$ cat src/rtl/defs.svh
// Shared scalar types for the neuron layer datapath.
// zero2one_t is an unsigned fixed-point value covering 0.0 .. 1.0.
`ifndef DEFS_SVH
`define DEFS_SVH
typedef logic [7:0] zero2one_t;
`endif

$ cat src/rtl/layer_train_sequencer_pkg.sv
// Package for the layer train sequencer: state encoding and error width.
// The error accumulator width leaves 6 bits of headroom above one element,
// enough for a layer of up to 64 neurons to sum without overflow.
package layer_train_sequencer_pkg;
   `include "defs.svh"

   localparam int ERR_W = $bits(zero2one_t) + 6;

   typedef enum logic [2:0] {
      IDLE,
      FWD,
      WAIT,
      LEARN,
      RESULT
   } train_seq_state_t;
endpackage

$ cat src/rtl/layer_train_sequencer_abs_err_sum.sv
// abs_err_sum: sum over all neurons of |a - b|, unsigned.
// Only compiled when TRAIN_SEQ_ERR_EN is defined; the default build
// carries no subtractors at all.
`ifdef TRAIN_SEQ_ERR_EN
module abs_err_sum
   import layer_train_sequencer_pkg::*;
#(
   parameter int M = 33
) (
   input  zero2one_t [M-1:0] a_i,
   input  zero2one_t [M-1:0] b_i,
   output logic [ERR_W-1:0]  sum_o
);

   // Accumulate the magnitude of each element difference, ordering the operands so it never wraps
   always_comb begin
      sum_o = '0;
      for (int i = 0; i < M; i++) begin
         if (a_i[i] >= b_i[i]) begin
            sum_o = sum_o + ERR_W'(a_i[i] - b_i[i]);
         end else begin
            sum_o = sum_o + ERR_W'(b_i[i] - a_i[i]);
         end
      end
   end

endmodule
`endif

$ cat src/rtl/layer_train_sequencer.sv
// layer_train_sequencer: feeds one sample at a time into a neuron layer,
// waits out the forward latency, optionally holds the learn phase, and
// presents the layer output on a result handshake.
// Optional feature: define TRAIN_SEQ_ERR_EN to compute err_sum; otherwise
// err_sum is tied to zero.
module layer_train_sequencer
   import layer_train_sequencer_pkg::*;
#(
   parameter int N         = 16,
   parameter int M         = 33,
   parameter int FWD_LAT   = 2,
   parameter int LEARN_CYC = 1
) (
   input  logic              clock,
   input  logic              reset,
   input  logic              s_valid,
   output logic              s_ready,
   input  zero2one_t [N-1:0] s_in,
   input  zero2one_t [M-1:0] s_expected,
   input  logic              s_train,
   output logic              layer_valid,
   output logic              layer_learn,
   output zero2one_t [N-1:0] layer_in,
   output zero2one_t [M-1:0] layer_expected,
   input  zero2one_t [M-1:0] layer_out,
   output logic              r_valid,
   input  logic              r_ready,
   output zero2one_t [M-1:0] r_out,
   output logic [15:0]       sample_cnt,
   output logic              busy,
   output logic [ERR_W-1:0]  err_sum
);

   localparam logic [3:0] FWD_LOAD   = 4'(FWD_LAT - 1);
   localparam logic [3:0] LEARN_LOAD = 4'(LEARN_CYC - 1);

   train_seq_state_t  state_q, state_d;
   logic [3:0]        cnt_q, cnt_d;
   logic              train_q;
   zero2one_t [N-1:0] layerIn_q;
   zero2one_t [M-1:0] layerExp_q;
   zero2one_t [M-1:0] rOut_q;
   logic [15:0]       sampleCnt_q;
   logic              acceptSample;
   logic              captureResult;
   logic              resultTaken;

   // Next-state and handshake decode; layer strobes come straight from the state so reset drops them at once
   always_comb begin
      state_d       = state_q;
      cnt_d         = cnt_q;
      acceptSample  = 1'b0;
      captureResult = 1'b0;
      resultTaken   = 1'b0;
      s_ready       = 1'b0;
      layer_valid   = 1'b0;
      layer_learn   = 1'b0;
      r_valid       = 1'b0;
      case (state_q)
         IDLE: begin
            s_ready = 1'b1;
            if (s_valid) begin
               acceptSample = 1'b1;
               state_d      = FWD;
            end
         end
         FWD: begin
            layer_valid = 1'b1;
            cnt_d       = FWD_LOAD;
            state_d     = WAIT;
         end
         WAIT: begin
            if (cnt_q == 4'd0) begin
               captureResult = 1'b1;
               if (train_q) begin
                  cnt_d   = LEARN_LOAD;
                  state_d = LEARN;
               end else begin
                  state_d = RESULT;
               end
            end else begin
               cnt_d = cnt_q - 4'd1;
            end
         end
         LEARN: begin
            layer_valid = 1'b1;
            layer_learn = 1'b1;
            if (cnt_q == 4'd0) begin
               state_d = RESULT;
            end else begin
               cnt_d = cnt_q - 4'd1;
            end
         end
         RESULT: begin
            r_valid = 1'b1;
            if (r_ready) begin
               resultTaken = 1'b1;
               state_d     = IDLE;
            end
         end
         default: state_d = IDLE;
      endcase
   end

   // State, sample capture, result capture and completed-sample counter
   always_ff @(posedge clock or posedge reset) begin
      if (reset) begin
         state_q     <= IDLE;
         cnt_q       <= '0;
         train_q     <= 1'b0;
         layerIn_q   <= '0;
         layerExp_q  <= '0;
         rOut_q      <= '0;
         sampleCnt_q <= '0;
      end else begin
         state_q <= state_d;
         cnt_q   <= cnt_d;
         if (acceptSample) begin
            layerIn_q  <= s_in;
            layerExp_q <= s_expected;
            train_q    <= s_train;
         end
         if (captureResult) begin
            rOut_q <= layer_out;
         end
         if (resultTaken) begin
            sampleCnt_q <= sampleCnt_q + 16'd1;
         end
      end
   end

   assign layer_in       = layerIn_q;
   assign layer_expected = layerExp_q;
   assign r_out          = rOut_q;
   assign sample_cnt     = sampleCnt_q;
   assign busy           = (state_q != IDLE);

`ifdef TRAIN_SEQ_ERR_EN
   logic [ERR_W-1:0] errNow;
   logic [ERR_W-1:0] errSum_q;

   abs_err_sum #(.M(M)) uAbsErrSum (
      .a_i   (layer_out),
      .b_i   (layerExp_q),
      .sum_o (errNow)
   );

   // Latch the sample error at the same instant the result is captured
   always_ff @(posedge clock or posedge reset) begin
      if (reset) begin
         errSum_q <= '0;
      end else if (captureResult) begin
         errSum_q <= errNow;
      end
   end

   assign err_sum = errSum_q;
`else
   assign err_sum = '0;
`endif

endmodule

$ cat config.mk
export PLATFORM = sky130hd
export DESIGN_NAME = layer_train_sequencer
export DESIGN_NICKNAME = d
export VERILOG_FILES = /design/src/rtl/layer_train_sequencer_pkg.sv /design/src/rtl/layer_train_sequencer_abs_err_sum.sv /design/src/rtl/layer_train_sequencer.sv
export VERILOG_INCLUDE_DIRS = /design/src /design/src/rtl
export SDC_FILE = /design/constraint.sdc
export NUM_CORES = 1
export LEC_CHECK = 0
export CORE_AREA = 2 2 528 530
export DETAILED_ROUTE_END_ITERATION = 10
export DIE_AREA = 0 0 530 532
export GPL_TIMING_DRIVEN = 0
export MAX_ROUTING_LAYER = met4
export PLACE_DENSITY = 0.32
export SKIP_LAST_GASP = 1
export SLEW_MARGIN = 15
export SYNTH_ARGS = -nofsm -noshare
export SYNTH_HDL_FRONTEND = slang
export SYNTH_SLANG_ARGS = --single-unit
$ cat constraint.sdc
create_clock -name clock -period 25.5 [get_ports clock]
set_input_delay 2.55 -clock clock [delete_from_list [all_inputs] [get_ports clock]]
set_output_delay 2.55 -clock clock [all_outputs]
set_load 0.02 [all_outputs]
# ---- Word-level counts from Yosys, hierarchy flattened
# Cells that the tools add are included.
dict set report op_classes {
  add_sub_neg 2
  n_eq_ne 10
  muxes 20
  reduce_logical 7
}
# operator count
set ops {}
lappend ops {{$add 16x1->16 const B} 1}
lappend ops {{$mux 3} 5}
lappend ops {{$pmux 3 s5} 1}
lappend ops {{$mux 4} 3}
lappend ops {{$pmux 4 s3} 1}
lappend ops {{$mux 1} 10}
lappend ops {{$ne 2x2->1 const B} 5}
lappend ops {{$eq 3x2->1 const B} 2}
lappend ops {{$reduce_bool 3->1} 2}
lappend ops {{$logic_not 4->1} 1}
lappend ops {{$reduce_and 4->1} 1}
lappend ops {{$sub 4x1->4 const B} 1}
lappend ops {{$eq 3x1->1 const B} 1}
lappend ops {{$eq 3x3->1 const B} 1}
lappend ops {{$logic_not 3->1} 1}
lappend ops {{$ne 3x3->1 const B} 1}
lappend ops {{$reduce_and 3->1} 1}
lappend ops {{$reduce_or 2->1} 1}
dict set report totals {
  ff_bits 680
  in_bits 661
  out_inout_bits 691
  elab_cells 125
}

# ---- Longest topological paths before layout
dict set report logic_depth {
  depth_word 3
  depth_mapped 8
}

# ---- Worst setup path before layout
# Ideal clock, no wire load.
dict set report synth_path {
  path_kind {register to output}
  start {register state_q[1]}
  end {output port busy}
  t_arrival_ps 1395
  path_slack_ps 21555
  stages_incl_launch_ff 4
  path_cell_list {dfrtp_1 clkbuf_1 nor3_1 inv_1}
}
dict set report synth_between {
  elab_chain_cells 1
}
# element line_no
set synth_rtl {}
lappend synth_rtl {{from (decl)} layer_train_sequencer.sv:37} ;# train_seq_state_t state_q, state_d;
lappend synth_rtl {{from (signal assigned)} layer_train_sequencer.sv:116} ;# state_q <= state_d;
lappend synth_rtl {{$reduce_bool 3->1} layer_train_sequencer.sv:136} ;# assign busy = (state_q != IDLE);
lappend synth_rtl {{to (decl)} layer_train_sequencer.sv:30} ;# output logic busy,
# Every way passes these cells.

# ---- Worst setup path after layout
dict set report layout_path {
  start {register state_q[1]}
  end {output port s_ready}
}
dict set report layout_between {
  elab_chain_cells 2
}
# element line_no
set layout_rtl {}
lappend layout_rtl {{$logic_not 3->1} layer_train_sequencer.sv:59} ;# case (state_q)
lappend layout_rtl {{$mux 1} layer_train_sequencer.sv:59}
lappend layout_rtl {{to (decl)} layer_train_sequencer.sv:17} ;# output logic s_ready,
# Every way passes these cells.

==> flow_summary.ini <==
[grt]
track_usage_pct = 12.62
grt_pass1_vias = 21290
antenna_found_initial = 116
grt_pass1_wl_um = 228500
grt_max_degree = 94
globalRoute.totalOverflow = 0

[floorplanning]
row_count = 193
die_h_um = 532
io_pins = 1352
die-area_um2 = 282000
die_w_um = 530
core_area_um2 = 275800
start_util_pct = 9.655

[sta]
worst_slew_margin_rel_pct = 36.24
fin_skew_ns = 0.02848
min_period_over_period_pct = 20.45
slew_viol_final = 0
setup_tns_ns = 0
hold_viol = 0
rsz0062_at_grt = false
fmax_ghz = 0.1918
setup_viol = 0
min_period_ns = 5.215
worst_slew_pin_slew_ns = 0.9534

[detailed_routing]
finalWirelength_um = 178300
viasPerCell = 2.863
antenna_left = 0
drc = 0
wire_per_inst_um = 26.15
vias = 19520
firstDrtPassIters = 5
drt-initial-drc-count = 698

[cells_and_area]
area_growth_pct = 81.84
final_nets = 3647
layout.cells.non_filler = 6819
layout-drive-gt1-share_pct = 29.88
fin_util_pct = 17.56

[cts]
clk_path_buf_depth = 4
clk_pin_slew_ns = 0.06
cts_sinks = 680
cts_buffers = 101
root_buffer = clkbuf_16
cts_setup_buffers = 0
clk_latency_ns = 0.78
ctsResizeCount = 0
cts_tree = done
cts_hold_buf = 0
h-tree-depth = 3

[power]
totalPowerFinal_w = 0.006882
powerDensity_nw_per_um2 = 142.1
vdd_ir_drop_max_uv = 55.71
p_sw_w = 0.002671
internal_power_w = 0.004210
seq_power_share_pct = 28.7
clkPwrFrac_pct = 20.8
combPwrFrac_pct = 50.5
leakage_nw = 19.73
p_sw_share_pct = 38.82

[min_path]
hp-class = register to register

[placed_design]
port_buffers = 1337
dp.cells = 6585
place_congestion = 0.8694
place_hpwl_um = 151200

[critical_path]
critPathArrivalTime_ns = 2.66
cp_top_family = buffers and inverters
slowest_stage = clkdlybuf4s50_1
crit_type = register to primary output
cpPeakStageDelay_ns = 0.62
cp-end-kind = primary output
crit_buf_inv = 3
critPathMaxFanout = 10
worst_setup_path_start_kind = register
worstPathCellList = clkbuf_1, nor3_2, buf_8, clkdlybuf4s50_1
cp.required_ns = 22.95

[logic_synthesis]
synth.yosys.seq_area_share_pct = 63.91
synthCells = 1521
syn_avg_cell_area_um2 = 17.51
yosysWarnings = 0
post_synth_num_cell_types = 35
syn_area_um2 = 26630
ys_ff_latch = 680

[flow_run]
maxCapViolCount = 0

[status]
status = finished, final reports clean
## path summary, 6_finish.rpt
kind	from	to	slack, ns	depth (start not counted)
worst max-delay path	state_q[1]	s_ready	20.29	4
worst min-delay path	sample_cnt[15]	sample_cnt[15]	0.49	1
worst max register to register	state_q[0]	layer_expected[107]	22.57	5
worst min register to register	sample_cnt[15]	sample_cnt[15]	0.49	1
max in group asynchronous	reset	layer_in[56]	20.96	6
min in group asynchronous	reset	layer_expected[12]	2.18	2
## worst register-to-register path, delay by kind of cell, from the launching register on
kind	cells	cell delay (ns)
AND/OR/NAND/NOR	1	0.70
multiplexers	1	0.41
flip-flops	1	0.35
buffers and inverters	3	1.33
## cells by family after synthesis
kind of cell | after synthesis | share of synthesized area, %
flops | 680 | 63.91
simple gates | 54 | 1.053
xor+xnor | 15 | 0.4934
buf+inv | 99 | 2.622
fa+ha+maj | 3 | 0.1410
compound gates | 12 | 0.3196
other cells | 1 | 0.01408
mux | 657 | 31.45
## synth_stat cells
| cell type | n | area share (%) |
|---|---|---|
| nor4b_2 | 1 | 0.056 |
| nor3_1 | 4 | 0.075 |
| a21oi_1 | 2 | 0.038 |
| nor2_1 | 11 | 0.16 |
| and4bb_1 | 1 | 0.047 |
| nor3b_1 | 1 | 0.028 |
| o41ai_1 | 2 | 0.066 |
| nand2_1 | 15 | 0.21 |
| buf_6 | 29 | 1.2 |
| ha_1 | 3 | 0.14 |
| o2bb2ai_1 | 1 | 0.033 |
| o22ai_1 | 3 | 0.070 |
| or3_1 | 2 | 0.047 |
| xor2_1 | 7 | 0.23 |
| conb_1 | 1 | 0.014 |
| dfrtp_1 | 680 | 64 |
| buf_4 | 14 | 0.39 |
| and3_1 | 1 | 0.024 |
| inv_1 | 9 | 0.13 |
| xnor2_1 | 8 | 0.26 |
| a311oi_1 | 1 | 0.033 |
| mux2_4 | 260 | 15 |
| nor2b_1 | 1 | 0.024 |
| clkbuf_1 | 2 | 0.028 |
| o21ai_0 | 1 | 0.019 |
| mux2_2 | 397 | 17 |
| buf_2 | 45 | 0.85 |
| nand3_1 | 8 | 0.15 |
| or4_1 | 1 | 0.028 |
| nor4_1 | 1 | 0.024 |
| a311o_1 | 1 | 0.038 |
| nand4_1 | 4 | 0.094 |
| nand4bb_1 | 1 | 0.042 |
| a31oi_1 | 1 | 0.024 |
| nand2b_1 | 2 | 0.047 |
## cell usage in the layout, fill, tap and decap left out, types with 15 or more instances in the layout
master and count:
nand2_1 15, clkbuf_8 26, clkbuf_1 26, clkdlybuf4s50_1 1337, dfrtp_1 680, buf_2 45
clkbuf_16 102, buf_6 29, mux2_4 260, mux2_2 397, clkinv_2 17, diode_2 52
## sequential cells by signal, summed over array words and instances (netlist names)
register        flops
layer_in          128
layer_expected    264
train_q             1
cnt_q               4
sample_cnt         16
r_out             264
state_q             3
## power groups by stage
stage | sequential (W) | clock (W) | combinational (W)
4_1_cts | 0.00200 | 0.00150 | 0.00358
3_5_place_dp | 0.00200 | 0 | 0.00357
6_report | 0.00198 | 0.00143 | 0.00347
3_3_place_gp | 0.00200 | 0 | 0.00358
5_1_grt | 0.00206 | 0.00154 | 0.00367
2_1_floorplan | 0.00258 | 0 | 0.000984
## cell type report
cell class                      instances  area, um2
Fill cell                           30190     227400
Sequential cell                       680      17020
Timing Repair Buffer                 1346      13620
Multi-Input combinational cell        755       8975
Tap cell                             3705       4636
Clock buffer                          152       3000
Buffer                                 90      664.4
Clock inverter                         30      336.6
Antenna cell                           52      130.1
Inverter                                9      41.29
## per-stage QoR
step	cell area, um2	hold slack [ns]	worst slack [ns]
3_3_place_gp	44690	0.4656	-10.15
5_1_grt	48390	0.4993	20.14
6_report	48420	0.4867	20.29
3_5_place_dp	44950	0.4786	19.88
2_1_floorplan	26680	0.4591	3.887
4_1_cts	48290	0.4866	20.08
## metal layers
layer  vias up  part of all wire (%)  track usage (%)  wire (um)
met5         -                     0                -          0
met4         0                   2.1            2.571       3746
met3       256                    13            6.648      23090
met2      1144                    48            20.91      85070
met1      9720                    37            13.24      66410
li1       8403                     -                -          -
No activity file was read; power rests on OpenSTA's default activity.
